$ cat config.mk
export PLATFORM = sky130hd
export DESIGN_NAME = serial_add_ctrl_flat
export DESIGN_NICKNAME = d
export VERILOG_FILES = /design/src/rtl/serial_add_ctrl_if.sv /design/src/rtl/serial_add_ctrl.sv /design/src/flat_wrapper.sv
export SDC_FILE = /design/constraint.sdc
export NUM_CORES = 1
export LEC_CHECK = 0
export ABC_AREA = 1
export CAP_MARGIN = 20
export CELL_PAD_IN_SITES_DETAIL_PLACEMENT = 0
export CELL_PAD_IN_SITES_GLOBAL_PLACEMENT = 1
export CORE_UTILIZATION = 38
export CTS_BUF_LIST = sky130_fd_sc_hd__clkbuf_8
export DETAILED_ROUTE_END_ITERATION = 7
export PLACE_DENSITY_LB_ADDON = 0.1
export SLEW_MARGIN = 20
export SYNTH_ARGS = -nofsm -noshare
export SYNTH_HDL_FRONTEND = slang
export SYNTH_SLANG_ARGS = --single-unit
$ cat constraint.sdc
create_clock -name clk -period 1.6 [get_ports clk]
set_input_delay 0.32 -clock clk [delete_from_list [all_inputs] [get_ports clk]]
set_output_delay 0.32 -clock clk [all_outputs]
set_load 0.01 [all_outputs]
$ cat src/rtl/serial_add_ctrl_if.sv
// Operand/result bundle for the bit-serial add/subtract controller.
// master drives the request side, slave is the serial_add_ctrl instance.
interface serial_add_ctrl_if #(
   parameter int unsigned WIDTH = 4
);
   logic             start;
   logic             op;
   logic [WIDTH-1:0] a;
   logic [WIDTH-1:0] b;
   logic             busy;
   logic             done;
   logic [WIDTH-1:0] sum;
   logic             cout;

   modport master (
      output start, op, a, b,
      input  busy, done, sum, cout
   );

   modport slave (
      input  start, op, a, b,
      output busy, done, sum, cout
   );
endinterface

$ cat src/rtl/serial_add_ctrl.sv
// Bit-serial adder/subtractor: one bit per clock, LSB first, WIDTH cycles per op.
// Subtraction is a + ~b + 1, with the +1 injected as the initial carry.
module serial_add_ctrl #(
   parameter int unsigned WIDTH = 4
) (
   input logic               clk,
   input logic               rst_n,
   serial_add_ctrl_if.slave  bus
);

   localparam int unsigned CW = $clog2(WIDTH);

   typedef enum logic [1:0] {
      IDLE = 2'd0,
      RUN  = 2'd1,
      FIN  = 2'd2
   } state_t;

   state_t           state_q, state_d;
   logic [WIDTH-1:0] a_sh;
   logic [WIDTH-1:0] b_sh;
   logic [CW-1:0]    cnt;
   logic             carry;
   logic [WIDTH-1:0] sum_q;
   logic             cout_q;

   logic             last_bit;
   logic             ha1_s, ha1_c;
   logic             ha2_s, ha2_c;
   logic             c_next;
   logic [WIDTH-1:0] res_nxt;
   logic             busy_c, done_c;

   // Full adder built as two cascaded half adders
   always_comb begin
      ha1_s  = a_sh[0] ^ b_sh[0];
      ha1_c  = a_sh[0] & b_sh[0];
      ha2_s  = ha1_s ^ carry;
      ha2_c  = ha1_s & carry;
      c_next = ha1_c | ha2_c;
   end

   // a_sh doubles as the result register: each consumed operand bit frees
   // the LSB while the new result bit enters at the MSB.
   assign res_nxt  = {ha2_s, a_sh[WIDTH-1:1]};
   assign last_bit = (cnt == CW'(WIDTH - 1));

   always_ff @(posedge clk or negedge rst_n) begin
      if (!rst_n) begin
         state_q <= IDLE;
      end else begin
         state_q <= state_d;
      end
   end

   always_comb begin
      state_d = state_q;
      busy_c  = 1'b0;
      done_c  = 1'b0;
      case (state_q)
         IDLE: begin
            if (bus.start) begin
               state_d = RUN;
            end
         end
         RUN: begin
            busy_c = 1'b1;
            if (last_bit) begin
               state_d = FIN;
            end
         end
         FIN: begin
            done_c  = 1'b1;
            state_d = IDLE;
         end
         default: begin
            state_d = IDLE;
         end
      endcase
   end

   always_ff @(posedge clk or negedge rst_n) begin
      if (!rst_n) begin
         a_sh   <= '0;
         b_sh   <= '0;
         cnt    <= '0;
         carry  <= 1'b0;
         sum_q  <= '0;
         cout_q <= 1'b0;
      end else begin
         case (state_q)
            IDLE: begin
               if (bus.start) begin
                  a_sh  <= bus.a;
                  b_sh  <= bus.op ? ~bus.b : bus.b;
                  cnt   <= '0;
                  carry <= bus.op;
               end
            end
            RUN: begin
               a_sh  <= res_nxt;
               b_sh  <= b_sh >> 1;
               cnt   <= cnt + CW'(1);
               carry <= c_next;
               if (last_bit) begin
                  sum_q  <= res_nxt;
                  cout_q <= c_next;
               end
            end
            default: begin
            end
         endcase
      end
   end

   assign bus.busy = busy_c;
   assign bus.done = done_c;
   assign bus.sum  = sum_q;
   assign bus.cout = cout_q;

endmodule

$ cat src/flat_wrapper.sv
// flat-port wrapper written by rule: the top's interface ports become plain ports
module serial_add_ctrl_flat 
#(
   parameter int unsigned WIDTH = 4
)
  (clk, rst_n, bus_start, bus_op, bus_a, bus_b, bus_busy, bus_done, bus_sum, bus_cout);
  serial_add_ctrl_if #(.WIDTH(WIDTH)) bus_i ();
  input logic clk;
  input logic rst_n;
  input wire logic [$bits(bus_i.start)-1:0] bus_start;
  input wire logic [$bits(bus_i.op)-1:0] bus_op;
  input wire logic [$bits(bus_i.a)-1:0] bus_a;
  input wire logic [$bits(bus_i.b)-1:0] bus_b;
  output wire logic [$bits(bus_i.busy)-1:0] bus_busy;
  output wire logic [$bits(bus_i.done)-1:0] bus_done;
  output wire logic [$bits(bus_i.sum)-1:0] bus_sum;
  output wire logic [$bits(bus_i.cout)-1:0] bus_cout;
  assign bus_i.start = bus_start;
  assign bus_i.op = bus_op;
  assign bus_i.a = bus_a;
  assign bus_i.b = bus_b;
  assign bus_busy = bus_i.busy;
  assign bus_done = bus_i.done;
  assign bus_sum = bus_i.sum;
  assign bus_cout = bus_i.cout;
  serial_add_ctrl #(.WIDTH(WIDTH)) u_core (.clk(clk), .rst_n(rst_n), .bus(bus_i));
endmodule
# Word level (Yosys, flattened, before mapping)

Cells that the tools add are included.

Register bits after elaboration: 18
Output and inout bits: 7
Logic and storage cells: 38
Input bits: 12

Multiplexer cells: 14
Bitwise gates (word level): 6
Add/sub/neg operators: 1
Equal/unequal tests: 5
Reduce and logical (&&, ||, !) cells: 5

Operators by type and width:

| cell                  | count |
|---|---|
| $pmux W4 S2           | 2 |
| $mux W4               | 3 |
| $pmux W2 S2           | 2 |
| $mux W2               | 3 |
| $reduce_and A2 Y1     | 3 |
| $eq A2 B2 Y1 const B  | 2 |
| $not A4 Y4            | 1 |
| $mux W1               | 3 |
| $add A2 B1 Y2 const B | 1 |
| $and A1 B1 Y1         | 2 |
| $eq A2 B1 Y1 const B  | 1 |
| $logic_not A2 Y1      | 1 |
| $ne A2 B1 Y1 const B  | 1 |
| $ne A2 B2 Y1 const B  | 1 |
| $pmux W1 S2           | 1 |
| $reduce_bool A2 Y1    | 1 |
| $xor A1 B1 Y1         | 2 |
| $or A1 B1 Y1          | 1 |

# Logic depth before layout (Yosys ltp)

Depth after elaboration: 4
Gate-level depth with buffers: 6
Gate-level depth less buffers: 6

# Worst setup path before layout

No wires, ideal clock.

Path type: flip-flop to flip-flop
Start point: reg u_core.carry
End point: reg u_core.a_sh[3]
Setup time: 124 ps
Data required time: 1,476 ps
Cell stages (with the launch flop): 4
Setup slack: 479 ps
Clock period less this slack: 1,121 ps
Data arrival time: 997 ps
Buffers on the path: 0
Cells stage by stage: dfrtp_1 > fa_1 > nand2_1 > nand3_1

Longest elaborated chain between the ends: 2

Ends and longest elaborated chain:

| what                   | RTL line               | RTL |
|---|---|---|
| start, declared        | serial_add_ctrl.sv:23  | `logic carry;` |
| start signal, assigned | serial_add_ctrl.sv:97  | `carry <= bus.op;` |
| start signal, assigned | serial_add_ctrl.sv:104 | `carry <= c_next;` |
| $xor A1 B1 Y1          | serial_add_ctrl.sv:38  | `ha2_s = ha1_s ^ carry;` |
| via u_core.ha2_s       | serial_add_ctrl.sv:29  | `logic ha2_s, ha2_c;` |
| $pmux W4 S2            | serial_add_ctrl.sv:91  | `case (state_q)` |
| end signal, assigned   | serial_add_ctrl.sv:94  | `a_sh <= bus.a;` |
| end signal, assigned   | serial_add_ctrl.sv:101 | `a_sh <= res_nxt;` |
| end, declared          | serial_add_ctrl.sv:20  | `logic [WIDTH-1:0] a_sh;` |

The timed path passes the listed nets, and every way through them passes these cells.
A chain may end at the register's enable or synchronous reset.

# Final worst setup path

Start point: reg u_core.sum_q[0] (netlist: u_core.bus.sum[0])
End point: out bus_sum[0]

RTL lines:

| what                   | RTL line               | RTL |
|---|---|---|
| start, declared        | serial_add_ctrl.sv:24  | `logic [WIDTH-1:0] sum_q;` |
| start signal, assigned | serial_add_ctrl.sv:106 | `sum_q <= res_nxt;` |
| end, declared          | flat_wrapper.sv:16     | `output wire logic [$bits(bus_i.sum)-1:0] bus_sum;` |

No word-level cell between the ends.

==> impl_metrics.tcl <==
set metrics [dict create \
    grt_max_degree 19 \
    cts-htree-levels 1 \
    cellPowerDensity_nw_per_um2 1790 \
    cpMaxStageDelayCell "clkdlybuf4s50_1" \
    fmax_ghz 0.689 \
    final_cell_mix "nand2_1, nand3_1, dfrtp_1, clkdlybuf4s50_1, buf_4" \
    reg2reg_to "u_core.state_q[0]$_DFFE_PN0P_" \
    grt_util_all_layers 0.158 \
    cts_max_path_buffers 2 \
    setup_viol 0 \
    max_stage_delay_ps 530 \
    setup-tns-final_ps 0 \
    max-cap-violations 0 \
    fillers 202 \
    netlist_area_um2 878 \
    rsz0062_at_grt "false" \
    cts_setup_buffers 0 \
    tritoncts "yes" \
    fin_util 0.534 \
    stdcell_area_um2 1170 \
    grt_pass1_vias 666 \
    crit_chain "clkdlybuf4s50_1" \
    drt_wl_total_um 1650 \
    layout_commonest_cell "nand2_1" \
    final-hold-violation-count 0 \
    die_h_um 50.1 \
    relSlewSlack 0.782 \
    fin_total_pwr_mw 2.10 \
    area_delta_synth_final_pct 33.2 \
    port_buffers 18 \
    core_area_um2 2190 \
    place_ws_ps 156 \
    cts_hold_buffers 0 \
    skew_ps 4.03 \
    arrival_ps 1130 \
    root_buffer "clkbuf_8" \
    fin_nets 146 \
    gp_congestion 0.703 \
    clk_latency_ps 250 \
    gr-total-overflow 0 \
    fin_ws_ps 149 \
    drt_pass1_iterations 4 \
    r2r_cells 5 \
    syn_nets 120 \
    yosysWarnings 0 \
    cp.buffers_inverters 1 \
    drv_slew 0 \
    crit_required_ps 1280 \
    status "completed" \
    rrSetupSlack_ps 410 \
    route.antenna.remaining_nets 0 \
    wire_per_inst_um 10.4 \
    cpLargestDelayFamily "buffers and inverters" \
    die_width_um 50.1 \
    start_util 0.401 \
    cp-start-kind "register" \
    synth.distinct_cells 17 \
    dr_total_vias 727 \
    cts.sinks 18 \
    worst_setup_hold_path_clk_slew_ps 70 \
    synth_cells 106 \
    numCtsBuffers 3 \
    synth_seq_cells 18 \
    irDropWorstVdd_mv 1.26 \
    fin_crit_ps 1450 \
    drive_above_1_share 0.137 \
    drc 0 \
    cp_max_fo 2 \
    n_antenna_cell 0 \
    antenna_found_initial 0 \
    grt_pass1_wl_um 3020 \
    die_area_um2 2510 \
    via_per_inst 4.57 \
    ys_seq_area_frac 0.513 \
    syn_avg_cell_area_um2 8.29 \
    io_pins 19 \
    drt_iter0_drc 4 \
    power.leakage_nw 0.612 \
    critical_path_class "register to primary output" \
    tightest_slew_ps 327 \
    rows 17 \
    min_period_over_period 0.907 \
    hold_path.class "input port to async pin" \
    hpwl_um 1260 \
    r2r_start "u_core.state_q[1]$_DFFE_PN0P_" \
    dpl_cell_area_um2 1120 \
    endpoint_kind "primary output" \
]
kinds of logic (layout without fill, tap and decap cells):
| logic type | after synthesis | count (layout) | synth area share |
|---|---|---|---|
| flops | 18 | 18 | 0.513 |
| simple gates | 74 | 74 | 0.378 |
| compound gates | 2 | 2 | 0.0142 |
| xor+xnor | 1 | 1 | 0.00997 |
| buf+inv | 9 | 34 | 0.0484 |
| fa+ha+maj | 2 | 2 | 0.0370 |
power breakdown:
group	switching [mW]	internal (mW)	leakage, nW	total [mW]
clock network	0.148	0.218	0.0288	0.366
logic	0.504	0.430	0.357	0.934
registers	0.137	0.661	0.226	0.798
total	0.789	1.31	0.612	2.10
cells in the mapped netlist:
cell type / n / share of area
a21oi_1: 1 / 0.0057
buf_4: 2 / 0.017
clkinv_2: 1 / 0.0057
dfrtp_1: 18 / 0.51
fa_1: 1 / 0.023
ha_1: 1 / 0.014
inv_1: 4 / 0.017
inv_2: 2 / 0.0086
nand2_1: 49 / 0.21
nand2_2: 2 / 0.014
nand2_4: 1 / 0.013
nand3_1: 18 / 0.10
nor2_1: 2 / 0.0086
nor2_2: 1 / 0.0071
nor2_8: 1 / 0.023
o21bai_1: 1 / 0.0086
xor2_1: 1 / 0.010
registers in the layout, summed over array words and instances (netlist names):
signal / count
u_core.state_q: 2
u_core.carry: 1
u_core.b_sh: 4
u_core.a_sh: 4
u_core.cnt: 2
u_core.bus.sum: 4
u_core.bus.cout: 1
how the worst max path moves through the flow:
stage | startpoint | end | depth (start not counted)
CTS | u_core.bus.sum[0]$_DFFE_PN0P_ | bus_sum[0] | 1
global placement | u_core.state_q[1]$_DFFE_PN0P_ | bus_done | 3
detailed placement | u_core.state_q[1]$_DFFE_PN0P_ | bus_done | 3
finish | u_core.bus.sum[0]$_DFFE_PN0P_ | bus_sum[0] | 1
global route | u_core.bus.sum[3]$_DFFE_PN0P_ | bus_sum[3] | 1
floorplan | u_core.carry$_DFFE_PN0P_ | u_core.a_sh[3]$_DFFE_PN0P_ | 3
what timing repair did:
action,4_1_cts,5_1_grt
resized for setup,3,0
setup endpoints to repair,2,0
endpoints found under the hold margin,0,0
through the flow:
stage | instances | hold slack (ps)
2_1_floorplan | 106 | 24.4
3_3_place_gp | 155 | 462
3_5_place_dp | 155 | 464
4_1_cts | 159 | 394
5_1_grt | 159 | 431
6_report | 159 | 386
final cells by class:
type | count | area (µm²) | area share
flip-flops and latches | 18 | 452 | 0.386
multi-input cells | 79 | 385 | 0.329
repair buffers | 23 | 215 | 0.184
clock buffers | 4 | 55.1 | 0.0471
well taps | 28 | 35.0 | 0.0299
inverters | 7 | 27.5 | 0.0235
layer usage:
metal	GRT usage	up-vias	share of wire
li1	-	381	-
met4	0.0429	0	0.0048
met1	0.212	329	0.51
met2	0.258	15	0.44
met3	0.0309	2	0.041
met5	0	-	0
Note: power is estimated with default switching activity, not from simulation.
